## src/rtl/irq_button_ctrl_pkg.sv

```systemverilog
// -----------------------------------------------------------------------------
// irq_button_ctrl_pkg
// Shared definitions for the push-button interrupt front end. It lives next to
// pacoblaze_inc.v so that other button/switch front ends can reuse the state
// encodings and the default debounce timing.
//   deb_state_t : debounce FSM state (2-bit encoding)
//   irq_state_t : interrupt request FSM state
//   DEBOUNCE_CYCLES_DEFAULT / CNT_W_DEFAULT : 10 ms at 32 MHz
// -----------------------------------------------------------------------------
package irq_button_ctrl_pkg;

    typedef enum logic [1:0] {
        IDLE_LOW  = 2'd0,
        CHK_HIGH  = 2'd1,
        IDLE_HIGH = 2'd2,
        CHK_LOW   = 2'd3
    } deb_state_t;

    typedef enum logic {
        IRQ_IDLE = 1'b0,
        IRQ_PEND = 1'b1
    } irq_state_t;

    // 10 ms at 32 MHz; the counter must hold DEBOUNCE_CYCLES-1.
    localparam int DEBOUNCE_CYCLES_DEFAULT = 320000;
    localparam int CNT_W_DEFAULT           = 19;

endpackage

```

## src/rtl/irq_button_ctrl_if.sv

```systemverilog
// -----------------------------------------------------------------------------
// irq_button_ctrl_if
// Processor-facing signals of the button interrupt block.
//   interrupt     : level request, held until acknowledged
//   interrupt_ack : one-cycle acknowledge pulse from the core
//   overrun_clr   : one-cycle pulse from a firmware port write
//   press_count   : debounced press counter (wraps)
//   overrun       : sticky "press arrived while a request was still pending"
//
// Handshake: interrupt is raised by the block and stays high until the core
// answers with a one-cycle interrupt_ack; the request drops on the edge that
// samples the ack. An ack seen while no request is pending has no effect. A
// new press arriving in the same cycle as the ack becomes the next request,
// so interrupt then stays high.
//   master : the interrupt source (this block)
//   slave  : the processor / firmware side
// -----------------------------------------------------------------------------
interface irq_button_ctrl_if;
    logic       interrupt;
    logic       interrupt_ack;
    logic       overrun_clr;
    logic [7:0] press_count;
    logic       overrun;

    modport master (
        output interrupt,
        output press_count,
        output overrun,
        input  interrupt_ack,
        input  overrun_clr
    );

    modport slave (
        input  interrupt,
        input  press_count,
        input  overrun,
        output interrupt_ack,
        output overrun_clr
    );
endinterface

```

## src/rtl/irq_button_ctrl_sync_debounce.sv

```systemverilog
// -----------------------------------------------------------------------------
// irq_button_ctrl_sync_debounce
// Two-flop synchroniser followed by a four-state debounce FSM. A level change
// is accepted only after btn_sync holds the new value for DEBOUNCE_CYCLES
// consecutive cycles in the checking state. Written to be reused for the other
// direction buttons and the switches.
// Ports:
//   clk, rst    : clock, asynchronous active-high reset
//   btn_raw     : asynchronous raw input, active-high
//   btn_level   : debounced level (registered)
//   press_pulse : one-cycle pulse on each accepted rising level
//   state       : current debounce state, for observation
// -----------------------------------------------------------------------------
module irq_button_ctrl_sync_debounce
    import irq_button_ctrl_pkg::*;
#(
    parameter int DEBOUNCE_CYCLES = DEBOUNCE_CYCLES_DEFAULT,
    parameter int CNT_W           = CNT_W_DEFAULT
) (
    input  logic       clk,
    input  logic       rst,
    input  logic       btn_raw,
    output logic       btn_level,
    output logic       press_pulse,
    output deb_state_t state
);

    localparam logic [CNT_W-1:0] CNT_LAST = CNT_W'(DEBOUNCE_CYCLES - 1);

    logic             s1;
    logic             btn_sync;
    deb_state_t       state_q;
    deb_state_t       state_d;
    logic [CNT_W-1:0] cnt_q;
    logic [CNT_W-1:0] cnt_d;
    logic             level_q;
    logic             level_d;
    logic             pulse_q;
    logic             pulse_d;

    // Plain flop-to-flop chain: nothing may sit between the two stages.
    always_ff @(posedge clk or posedge rst) begin
        if (rst) begin
            s1       <= 1'b0;
            btn_sync <= 1'b0;
        end else begin
            s1       <= btn_raw;
            btn_sync <= s1;
        end
    end

    always_ff @(posedge clk or posedge rst) begin
        if (rst) begin
            state_q <= IDLE_LOW;
            cnt_q   <= '0;
            level_q <= 1'b0;
            pulse_q <= 1'b0;
        end else begin
            state_q <= state_d;
            cnt_q   <= cnt_d;
            level_q <= level_d;
            pulse_q <= pulse_d;
        end
    end

    always_comb begin
        state_d = state_q;
        cnt_d   = cnt_q;
        level_d = level_q;
        pulse_d = 1'b0;
        case (state_q)
            IDLE_LOW: begin
                if (btn_sync) begin
                    state_d = CHK_HIGH;
                    cnt_d   = '0;
                end
            end
            CHK_HIGH: begin
                if (!btn_sync) begin
                    // Too short: treat as bounce and start over.
                    state_d = IDLE_LOW;
                    cnt_d   = '0;
                end else if (cnt_q == CNT_LAST) begin
                    state_d = IDLE_HIGH;
                    level_d = 1'b1;
                    pulse_d = 1'b1;
                end else begin
                    cnt_d = cnt_q + 1'b1;
                end
            end
            IDLE_HIGH: begin
                if (!btn_sync) begin
                    state_d = CHK_LOW;
                    cnt_d   = '0;
                end
            end
            CHK_LOW: begin
                if (btn_sync) begin
                    state_d = IDLE_HIGH;
                    cnt_d   = '0;
                end else if (cnt_q == CNT_LAST) begin
                    // Releases update the level but never raise a pulse.
                    state_d = IDLE_LOW;
                    level_d = 1'b0;
                end else begin
                    cnt_d = cnt_q + 1'b1;
                end
            end
            default: begin
                state_d = IDLE_LOW;
                cnt_d   = '0;
            end
        endcase
    end

    assign btn_level   = level_q;
    assign press_pulse = pulse_q;
    assign state       = state_q;

endmodule

```

## src/rtl/irq_button_ctrl.sv

```systemverilog
// -----------------------------------------------------------------------------
// irq_button_ctrl
// Push-button interrupt source for the PicoBlaze core. Each debounced press
// raises a level interrupt held until interrupt_ack, bumps an 8-bit wrapping
// press counter, and sets a sticky overrun flag if the previous request was
// still pending.
// Ports:
//   clk, rst  : 32 MHz clock, asynchronous active-high reset
//   btn_raw   : raw bouncing button, active-high
//   bus       : processor-facing interrupt / status signals (master side)
//   btn_level : debounced button level
//   deb_state : debounce FSM state, for observation
//   irq_state : interrupt FSM state, for observation
// -----------------------------------------------------------------------------
module irq_button_ctrl
    import irq_button_ctrl_pkg::*;
#(
    parameter int DEBOUNCE_CYCLES = DEBOUNCE_CYCLES_DEFAULT,
    parameter int CNT_W           = CNT_W_DEFAULT
) (
    input  logic                clk,
    input  logic                rst,
    input  logic                btn_raw,
    irq_button_ctrl_if.master   bus,
    output logic                btn_level,
    output deb_state_t          deb_state,
    output irq_state_t          irq_state
);

    logic       press_pulse;
    irq_state_t irq_q;
    irq_state_t irq_d;
    logic       ovr_q;
    logic       ovr_d;
    logic [7:0] count_q;

    irq_button_ctrl_sync_debounce #(
        .DEBOUNCE_CYCLES (DEBOUNCE_CYCLES),
        .CNT_W           (CNT_W)
    ) u_sync_debounce (
        .clk         (clk),
        .rst         (rst),
        .btn_raw     (btn_raw),
        .btn_level   (btn_level),
        .press_pulse (press_pulse),
        .state       (deb_state)
    );

    always_ff @(posedge clk or posedge rst) begin
        if (rst) begin
            irq_q   <= IRQ_IDLE;
            ovr_q   <= 1'b0;
            count_q <= 8'd0;
        end else begin
            irq_q   <= irq_d;
            ovr_q   <= ovr_d;
            count_q <= count_q + {7'd0, press_pulse};
        end
    end

    always_comb begin
        irq_d = irq_q;
        ovr_d = ovr_q;
        // Clear first so that a simultaneous set below takes priority.
        if (bus.overrun_clr) begin
            ovr_d = 1'b0;
        end
        case (irq_q)
            IRQ_IDLE: begin
                if (press_pulse) begin
                    irq_d = IRQ_PEND;
                end
            end
            IRQ_PEND: begin
                if (press_pulse) begin
                    // A press alongside an ack is simply the next request,
                    // so only an unacknowledged collision counts as overrun.
                    irq_d = IRQ_PEND;
                    if (!bus.interrupt_ack) begin
                        ovr_d = 1'b1;
                    end
                end else if (bus.interrupt_ack) begin
                    irq_d = IRQ_IDLE;
                end
            end
            default: begin
                irq_d = IRQ_IDLE;
            end
        endcase
    end

    // The request is the state flop itself, so it never sees inputs
    // combinationally.
    assign bus.interrupt   = (irq_q == IRQ_PEND);
    assign bus.overrun     = ovr_q;
    assign bus.press_count = count_q;
    assign irq_state       = irq_q;

endmodule

```

## src/flat_wrapper.sv

```systemverilog
// flat-port wrapper written by rule: the top's interface ports become plain ports
module irq_button_ctrl_flat import irq_button_ctrl_pkg::*;
#(
    parameter int DEBOUNCE_CYCLES = DEBOUNCE_CYCLES_DEFAULT,
    parameter int CNT_W           = CNT_W_DEFAULT
)
  (clk, rst, btn_raw, btn_level, deb_state, irq_state, bus_interrupt, bus_press_count, bus_overrun, bus_interrupt_ack, bus_overrun_clr);
  irq_button_ctrl_if bus_i ();
  input  logic clk;
  input  logic rst;
  input  logic btn_raw;
  output logic btn_level;
  output deb_state_t deb_state;
  output irq_state_t irq_state;
  output wire logic [$bits(bus_i.interrupt)-1:0] bus_interrupt;
  output wire logic [$bits(bus_i.press_count)-1:0] bus_press_count;
  output wire logic [$bits(bus_i.overrun)-1:0] bus_overrun;
  input wire logic [$bits(bus_i.interrupt_ack)-1:0] bus_interrupt_ack;
  input wire logic [$bits(bus_i.overrun_clr)-1:0] bus_overrun_clr;
  assign bus_interrupt = bus_i.interrupt;
  assign bus_press_count = bus_i.press_count;
  assign bus_overrun = bus_i.overrun;
  assign bus_i.interrupt_ack = bus_interrupt_ack;
  assign bus_i.overrun_clr = bus_overrun_clr;
  irq_button_ctrl #(.DEBOUNCE_CYCLES(DEBOUNCE_CYCLES), .CNT_W(CNT_W)) u_core (.clk(clk), .rst(rst), .btn_raw(btn_raw), .bus(bus_i), .btn_level(btn_level), .deb_state(deb_state), .irq_state(irq_state));
endmodule
```

## config.mk

```make
export PLATFORM = sky130hd
export DESIGN_NAME = irq_button_ctrl_flat
export DESIGN_NICKNAME = d
export VERILOG_FILES = /design/src/rtl/irq_button_ctrl_pkg.sv /design/src/rtl/irq_button_ctrl_if.sv /design/src/rtl/irq_button_ctrl_sync_debounce.sv /design/src/rtl/irq_button_ctrl.sv /design/src/flat_wrapper.sv
export SDC_FILE = /design/constraint.sdc
export NUM_CORES = 1
export LEC_CHECK = 0
export CAP_MARGIN = 20
export CORE_UTILIZATION = 30
export CTS_BUF_LIST = sky130_fd_sc_hd__clkbuf_16
export DETAILED_ROUTE_END_ITERATION = 6
export MAX_ROUTING_LAYER = met4
export PLACE_DENSITY = 0.49
export SLEW_MARGIN = 15
export SYNTH_ARGS = -nofsm -noshare
export SYNTH_HDL_FRONTEND = slang
export SYNTH_SLANG_ARGS = --single-unit
```

## constraint.sdc

```tcl
create_clock -name clk -period 1.7 [get_ports clk]
set_input_delay 0.255 -clock clk [delete_from_list [all_inputs] [get_ports clk]]
set_output_delay 0.255 -clock clk [all_outputs]
set_load 0.02 [all_outputs]
```

Yosys cells after proc, flatten, opt, wreduce, memory -nomap -nowiden
Index checks and enable logic that the tools add are counted.
- flip-flop bits (word level): 35
- output and inout port bits: 14
- word-level logic and storage cells: 58
- bits of input ports: 5
- equal/unequal tests: 12
- bitwise gates (word level): 1
- mux-type cells: 29
- add/subtract/negate cells: 2
- reduce and logical (&&, ||, !) cells: 5
- operator list (cell ; number):
    $mux W19 ; 5
    $pmux W19 S4 ; 1
    $add A19 B1 Y19 const B ; 1
    $eq A19 B19 Y1 const B ; 1
    $mux W1 ; 14
    $mux W2 ; 6
    $ne A2 B2 Y1 const B ; 6
    $add A8 B1 Y8 ; 1
    $pmux W2 S4 ; 1
    $ne A3 B3 Y1 const B ; 2
    $reduce_and A5 Y1 ; 1
    $eq A2 B2 Y1 const B ; 2
    $pmux W1 S2 ; 2
    $reduce_and A4 Y1 ; 1
    $eq A2 B1 Y1 const B ; 1
    $logic_not A2 Y1 ; 1
    $reduce_and A2 Y1 ; 1
    $reduce_bool A2 Y1 ; 1
    $not A1 Y1 ; 1

Longest topological paths before layout
Gate-level depths: netlist of the first run.
- word-level depth: 4
- mapped depth: 6
- mapped depth without buffers: 5

Modules after synthesis
Synthesis of the first run repeated with hierarchy kept, for this count alone.
- cells, all modules: 164
- area total of the unflattened synthesis: 1730.4 um^2
- by module, submodules not included (module ; instances ; cells an instance ; sequential area each (um^2) ; area an instance (um^2)):
    irq_button_ctrl_sync_debounce ; 1 ; 132 ; 625.6 ; 1318.8
    irq_button_ctrl ; 1 ; 32 ; 250.2 ; 411.6

Least setup slack after synthesis of the first run
OpenSTA, ideal clock, no wires.
- path type: register to register
- start point: register u_core.u_sync_debounce.cnt_q[0]
- end point: register u_core.u_sync_debounce.cnt_q[4]
- setup time: 136 ps
- clock period less this slack: 1691 ps
- path buffers: 1
- path slack: 9 ps
- arrival: 1555 ps
- stages on the path, launching flop included: 7
- required time: 1564 ps
- path through: dfrtp_1 -> ha_1 -> and4_1 -> and2_1 -> buf_2 -> a2111oi_0 -> o21ai_0
- longest elaborated chain between the ends: 4
- elaborated cells on any way between the ends: 6
- classes of those cells: add/sub: 1; eq/ne: 1; mux: 4
- RTL lines (what ; line ; RTL):
    start, declared ; irq_button_ctrl_sync_debounce.sv:34 ; logic [CNT_W-1:0] cnt_q;
    start signal, assigned ; irq_button_ctrl_sync_debounce.sv:60 ; cnt_q <= cnt_d;
    $add A19 B1 Y19 or $eq A19 B19 Y1 (tied branches) ; n/a ;
    $mux W19 * ; irq_button_ctrl_sync_debounce.sv:83, irq_button_ctrl_sync_debounce.sv:101 ;
    $mux W19 (on tied branches) ; irq_button_ctrl_sync_debounce.sv:98, irq_button_ctrl_sync_debounce.sv:79 ;
    $pmux W19 S4 * ; irq_button_ctrl_sync_debounce.sv:71 ; case (state_q)
Every way passes the cells marked *; elsewhere a longest branch is shown, timed or not.
A chain may end at the register's enable or synchronous reset.

Worst setup path in the final report of the first run
- start point: register u_core.u_sync_debounce.cnt_q[1]
- end point: register u_core.u_sync_debounce.cnt_q[10]
Same word-level chain as after synthesis.

==> impl_metrics.csv, run 1 <==
group,metric,value,unit
layout,drive_above_1_share,27.2,%
worst_setup_path,required,1910,ps
synth,synth_flop_cell,"sky130_fd_sc_hd__dfrtp_1",
run,cap_viol_max_count,0,
floorplan,dieHeight,81.2,um
place,quantity_of_i_o_buffers_inserted_on_ports,18,
place,dpl_worst_slack,52.9,ps
layout,postLayoutCoreUtil,43.5,%
timing,max_freq,604,MHz
timing,timing_worst_slew_pin_value,465,ps
place,place.gp.congestion,0.829,
route,vias_per_cell,5.17,
run_status,outcome,"finished, final reports clean",
hold_path,hold_class,"flip-flop to flip-flop",
synth,synth_simple_gate_area_share,25.5,%
timing,rsz_0062_raised_after_global_routing,"yes",
route,drt.antenna.violating_nets,0,
route,wl_per_cell,14.8,um
floorplan,pin_count,19,
clock_tree,ctsHtreeMaxLevel,2,
synth,combinational_family_with_the_most_area_after_synthesis,"simple AND/OR/NAND/NOR gates",
clock_tree,clockRootBuffer,"sky130_fd_sc_hd__clkbuf_16",
place,dp_hpwl,3.40,mm
grt,grt_overflow,0,
floorplan,die_x,81.2,um
worst_setup_path,timing.critical_path.fanout_max,6,
grt,grt_first_pass_wirelength,8.11,mm
floorplan,initial_core_util,31.4,%
clock_tree,cts_num_sinks,35,
timing,layout_min_cycle_time,1660,ps
synth,synth-xor-area-share,5.06,%
clock_tree,cts_post_setup_buffers_inserted,0,
floorplan,design.die.area,0.00659,sq mm
timing,final.setup.tns,0,ps
route,detail_route.first_pass.iterations,4,
clock_tree,worst_setup_hold_path_clk_slew,60,ps
grt,first_global_vias,1691,
route,dr_total_vias,1644,
synth,synth.avg_cell_area,10.1,sq um
clock_tree,cts_made_buffers,5,
timing,min_period_over_period,97.4,%
clock_tree,tritoncts,"done",
clock_tree,insertion_delay,280,ps
layout,layout_common_cells,"sky130_fd_sc_hd__buf_4, sky130_fd_sc_hd__dfrtp_1, sky130_fd_sc_hd__clkdlybuf4s50_1",
grt,grt_antenna_before_repair,0,
synth,synth_mux_area_share,1.13,%
layout,antenna_cells_inserted,0,
synth,ys_seq_elements,35,
timing,max_slew_margin,69.0,%
pwr,p_leak,1.16,nW
route,drt_iter0_drc,64,
synth,synthesis.instances,186,
timing,finalClockSkew,5.25,ps
worst_setup_path,timing.critical_path.from_type,"flip-flop",
pwr,power_per_unit_of_standard_cell_area,699,mW/mm^2
timing,hold_viol_final,0,
layout,fin_nets,250,
synth,asyncSetResetFlopFracSynth,100,%
timing,fin_ws,44.1,ps
synth,synth_fa_ha_area_share,2.00,%
clock_tree,cts_hold_buf,0,
layout,syn_to_final_growth,38.5,%
pwr,worst_ir_drop_vdd,0.000388,V
route,routed_wirelength,4.71,mm
synth,syn-num-nets,194,
grt,pin_count_of_the_biggest_net_entering_global_routing,36,
floorplan,floorplan.core_area,0.00599,sq mm
clock_tree,cts.path.max_buffers,2,
floorplan,placement_rows,28,
grt,global_route.usage.total,17.4,%
layout,most_common_library_cell_in_the_layout_ignoring_fill_and_taps,"sky130_fd_sc_hd__buf_4",
worst_setup_path,worst-endpoint-arrival,1860,ps
timing,slew_viol_final,0,
synth,synth-seq-area-share,46.6,%
synth,syn_area,0.00188,sq mm
worst_setup_path,end_kind,"flip-flop",
synth,synth_warnings,0,
timing,final-setup-viol-count,0,
synth,synth_compound_gate_area_share,15.9,%
worst_setup_path,path_class,"flip-flop to flip-flop",
synth,synth_enable_flop_cells,0,
synth,yosysUniqueCellTypes,50,
route,drt_drc_violations_left,0,
[per-stage QoR]
stage	instance area, sq um	hold slack, ps	cells	total power, mW
after floorplan	1880	286	186	0.914
after global routing	2600	379	318	1.91
after detailed placement	2400	350	310	0.972
after CTS	2530	364	318	1.85
final	2600	367	318	1.82
after global placement	2400	345	310	0.972
[synthesized netlist by cell type (6+ instances only)]
library cell,count,area [sq um]
sky130_fd_sc_hd__xnor2_1,6,52.6
sky130_fd_sc_hd__or3_1,6,37.5
sky130_fd_sc_hd__inv_1,10,37.5
sky130_fd_sc_hd__and3_1,9,56.3
sky130_fd_sc_hd__dfrtp_1,35,876
sky130_fd_sc_hd__nand3_1,16,80.1
sky130_fd_sc_hd__o21ai_0,7,35.0
sky130_fd_sc_hd__or4_1,6,45.0
sky130_fd_sc_hd__a21oi_1,7,35.0
sky130_fd_sc_hd__nand2_1,15,56.3
[repair_timing]
action,4_1_cts,5_1_grt
pin swaps,0,3
gates resized for setup,2,17
setup endpoints to repair,2,10
[area by class of cell]
cell class / count / area, sq um
repair buffers: 55 / 459
well taps: 75 / 93.8
fillers: 595 / 3390
inverters: 10 / 37.5
clock buffers: 5 / 125
clock inverters: 3 / 12.5
multi-input cells: 135 / 1000
flip-flops and latches: 35 / 876
[critical path, cell delays in order (launching register included)]
cell and delay [ps]:
sky130_fd_sc_hd__dfrtp_1 350, sky130_fd_sc_hd__ha_2 180, sky130_fd_sc_hd__and4_4 220, sky130_fd_sc_hd__buf_6 120, sky130_fd_sc_hd__nand3_4 100, sky130_fd_sc_hd__or4_4 490, sky130_fd_sc_hd__a21oi_2 130
[power by group]
part / leakage (nW) / total [mW] / switching (mW) / internal, mW
Sequential: 0.481 / 0.847 / 0.00550 / 0.841
Combinational: 0.607 / 0.111 / 0.0660 / 0.0447
Clock: 0.0762 / 0.863 / 0.334 / 0.529
Total: 1.16 / 1.82 / 0.406 / 1.42
[metal layers]
metal  routed length [um]  up-vias  global-route usage, %
li1                     -      815                      -
met1                 2320      792                   21.9
met2                 2160       27                   26.6
met3                  114       10                   3.37
met4                  110        0                   8.57
met5                    0        -                      -
[flip-flops by register name, indices dropped and copies added (netlist names), named ones only]
signal	count
u_core.bus.press_count	8
u_core.u_sync_debounce.s1	1
u_core.u_sync_debounce.btn_level	1
u_core.u_sync_debounce.btn_sync	1
u_core.u_sync_debounce.cnt_q	19
u_core.u_sync_debounce.state	1
u_core.bus.interrupt	1
u_core.u_sync_debounce.press_pulse	1
u_core.bus.overrun	1
[final timing paths]
check / cells after the start / to / slack [ps] / start
min reg2reg: 0 / u_core.u_sync_debounce.btn_sync / 370 / u_core.u_sync_debounce.s1
max in group asynchronous: 3 / u_core.u_sync_debounce.cnt_q[12] / 980 / rst
max: 6 / u_core.u_sync_debounce.cnt_q[10] / 40 / u_core.u_sync_debounce.cnt_q[1]
min in group asynchronous: 3 / u_core.u_sync_debounce.btn_level / 390 / rst
max reg2reg: 6 / u_core.u_sync_debounce.cnt_q[10] / 40 / u_core.u_sync_debounce.cnt_q[1]
min: 0 / u_core.u_sync_debounce.btn_sync / 370 / u_core.u_sync_debounce.s1
[kinds of logic after synthesis]
kind of cell	after synthesis
and+or+nand+nor	77
muxes	2
xor gates and xnor gates	10
buffers and inverters	16
adders and majority gates	3
AOI/OAI and AO/OA	43
DFF	35
Power figures use the tool's default switching activity.
==> run 2: changes to the inputs <==
--- a/config.mk
+++ b/config.mk
@@ -6,6 +6,7 @@
 export NUM_CORES = 1
 export LEC_CHECK = 0
 export CAP_MARGIN = 20
+export CORE_MARGIN = 1.5
 export CORE_UTILIZATION = 30
 export CTS_BUF_LIST = sky130_fd_sc_hd__clkbuf_16
 export DETAILED_ROUTE_END_ITERATION = 6
==> impl_metrics.csv, run 2 (synthesized netlist as in run 1, its figures left out) <==
group,metric,value,unit
run,cap_viol_max_count,0,
pwr,fin_total_pwr,2.01,mW
clock_tree,insertion_delay,280,ps
floorplan,die_x,82.2,um
worst_setup_path,worst-endpoint-arrival,1860,ps
worst_setup_path,worst_path_dominant_cell_family,"simple AND/OR/NAND/NOR gates",
clock_tree,clockRootBuffer,"sky130_fd_sc_hd__clkbuf_16",
clock_tree,cts_post_setup_buffers_inserted,0,
route,drt.antenna.violating_nets,0,
route,dr_total_vias,1652,
timing,layout_min_cycle_time,1650,ps
worst_setup_path,end_kind,"flip-flop",
worst_setup_path,path_class,"flip-flop to flip-flop",
run_status,outcome,"finished, final reports clean",
clock_tree,cts_hold_buf,0,
clock_tree,worst_setup_hold_path_clk_slew,60,ps
grt,grt_antenna_before_repair,0,
pwr,p_leak,1.19,nW
layout,finalNonFillerCells,318,
layout,syn_to_final_growth,39.9,%
worst_setup_path,slowest_stage,"sky130_fd_sc_hd__or4_1",
floorplan,floorplan.core_area,0.00599,sq mm
place,quantity_of_i_o_buffers_inserted_on_ports,18,
worst_setup_path,required,1910,ps
layout,drive_above_1_share,26.7,%
clock_tree,cts.path.max_buffers,2,
timing,min_period_over_period,97.2,%
grt,grt_first_pass_wirelength,8.23,mm
route,routed_wirelength,4.89,mm
floorplan,initial_core_util,31.4,%
floorplan,pin_count,19,
timing,finalClockSkew,2.66,ps
layout,layout_common_cells,"sky130_fd_sc_hd__buf_4, sky130_fd_sc_hd__dfrtp_1, sky130_fd_sc_hd__clkdlybuf4s50_1",
layout,largest_register_ffs,19,
clock_tree,ctsHtreeMaxLevel,2,
worst_setup_path,path_cells,"nor4b_2 -> and3_1 -> buf_6 -> or4_1 -> a21oi_2",
clock_tree,tritoncts,"done",
route,vias_per_cell,5.19,
timing,timing_worst_slew_pin_value,467,ps
grt,first_global_vias,1693,
grt,global_route.usage.total,17.3,%
timing,rsz_0062_raised_after_global_routing,"yes",
clock_tree,cts_num_sinks,35,
route,drt_drc_violations_left,0,
worst_setup_path,timing.critical_path.from_type,"flip-flop",
timing,slew_viol_final,0,
timing,max_slew_margin,68.9,%
timing,final-setup-viol-count,0,
layout,antenna_cells_inserted,0,
floorplan,dieHeight,82.2,um
timing,fin_worst_hold_slack,348,ps
worst_setup_path,cp.buffers_inverters,1,
timing,max_freq,605,MHz
route,drt_iter0_drc,76,
place,dp_hpwl,3.65,mm
route,wl_per_cell,15.4,um
route,detail_route.first_pass.iterations,4,
place,placed_cells_incl_taps,310,
layout,register_with_the_highest_flop_count,"u_core.u_sync_debounce.cnt_q",
floorplan,placement_rows,28,
place,place.gp.congestion,0.837,
grt,pin_count_of_the_biggest_net_entering_global_routing,36,
timing,hold_viol_final,0,
grt,grt_overflow,0,
hold_path,hold_class,"flip-flop to flip-flop",
layout,most_common_library_cell_in_the_layout_ignoring_fill_and_taps,"sky130_fd_sc_hd__buf_4",
worst_setup_path,timing.critical_path.fanout_max,11,
pwr,power_per_unit_of_standard_cell_area,764,mW/mm^2
clock_tree,cts_made_buffers,5,
layout,fin_nets,250,
worst_setup_path,cp_slowest_stage_delay,520,ps
floorplan,design.die.area,0.00675,sq mm
pwr,worst_ir_drop_vdd,0.000459,V
[run 2: cell types whose count changed in the layout (fill, tap and decap cells not counted), sizes merged]
cell / previous run / this run
dlygate4sd2: 2 / 0
clkinv: 1 / 2
bufinv: 0 / 1
dlymetal6s2s: 0 / 2
inv: 12 / 10
[run 2: worst paths after layout]
check,start,to,slack [ps],depth (start not counted)
worst min-delay path,u_core.u_sync_debounce.s1,u_core.u_sync_debounce.btn_sync,350,0
worst max register to register,u_core.u_sync_debounce.cnt_q[8],u_core.u_sync_debounce.cnt_q[10],50,5
max in group asynchronous,rst,u_core.u_sync_debounce.cnt_q[16],960,3
worst max-delay path,u_core.u_sync_debounce.cnt_q[8],u_core.u_sync_debounce.cnt_q[10],50,5
min in group asynchronous,rst,u_core.bus.press_count[2],390,3
worst min register to register,u_core.u_sync_debounce.s1,u_core.u_sync_debounce.btn_sync,350,0
[run 2: worst reg2reg max path: cells and delay by family (launching register included)]
family / cells / cell delay (ps)
AOI/OAI and AO/OA: 1 / 140
and+or+nand+nor: 3 / 890
buffers and inverters: 1 / 150
DFF: 1 / 400
[run 2: repair_timing]
item,CTS,global route
endpoints found under the setup margin,1,15
pin swaps,0,1
gates resized for setup,1,16
endpoints found under the hold margin,0,0
[run 2: per-stage QoR]
stage	worst slack, ps	setup TNS (ps)	instance area (sq um)	util (%)
2_1_floorplan	8.86	0	1880	-
3_3_place_gp	55.5	0	2400	40.0
3_5_place_dp	24.1	0	2400	40.0
4_1_cts	12.4	0	2570	42.9
5_1_grt	-17.5	-17.5	2630	43.9
6_report	47.3	0	2630	43.9
[run 2: power by group]
| part | internal [mW] | leakage [nW] | switching [mW] |
|---|---|---|---|
| Clock | 0.691 | 0.0838 | 0.356 |
| Sequential | 0.841 | 0.477 | 0.00719 |
| Combinational | 0.0480 | 0.627 | 0.0659 |
[run 2: area by class of cell]
class	count	area, sq um
inverter	10	37.5
multi-input combinational	135	986
sequential	35	878
fill	589	3360
clock buffer	5	125
tap	75	93.8
timing repair buffer	55	467
clock inverter	3	43.8
[run 2: metal layers]
layer  routed length [um]  global-route usage (%)
met5                    0                       -
met4                   91                    6.95
met3                  181                    4.07
met2                 2320                    27.0
met1                 2300                    21.4
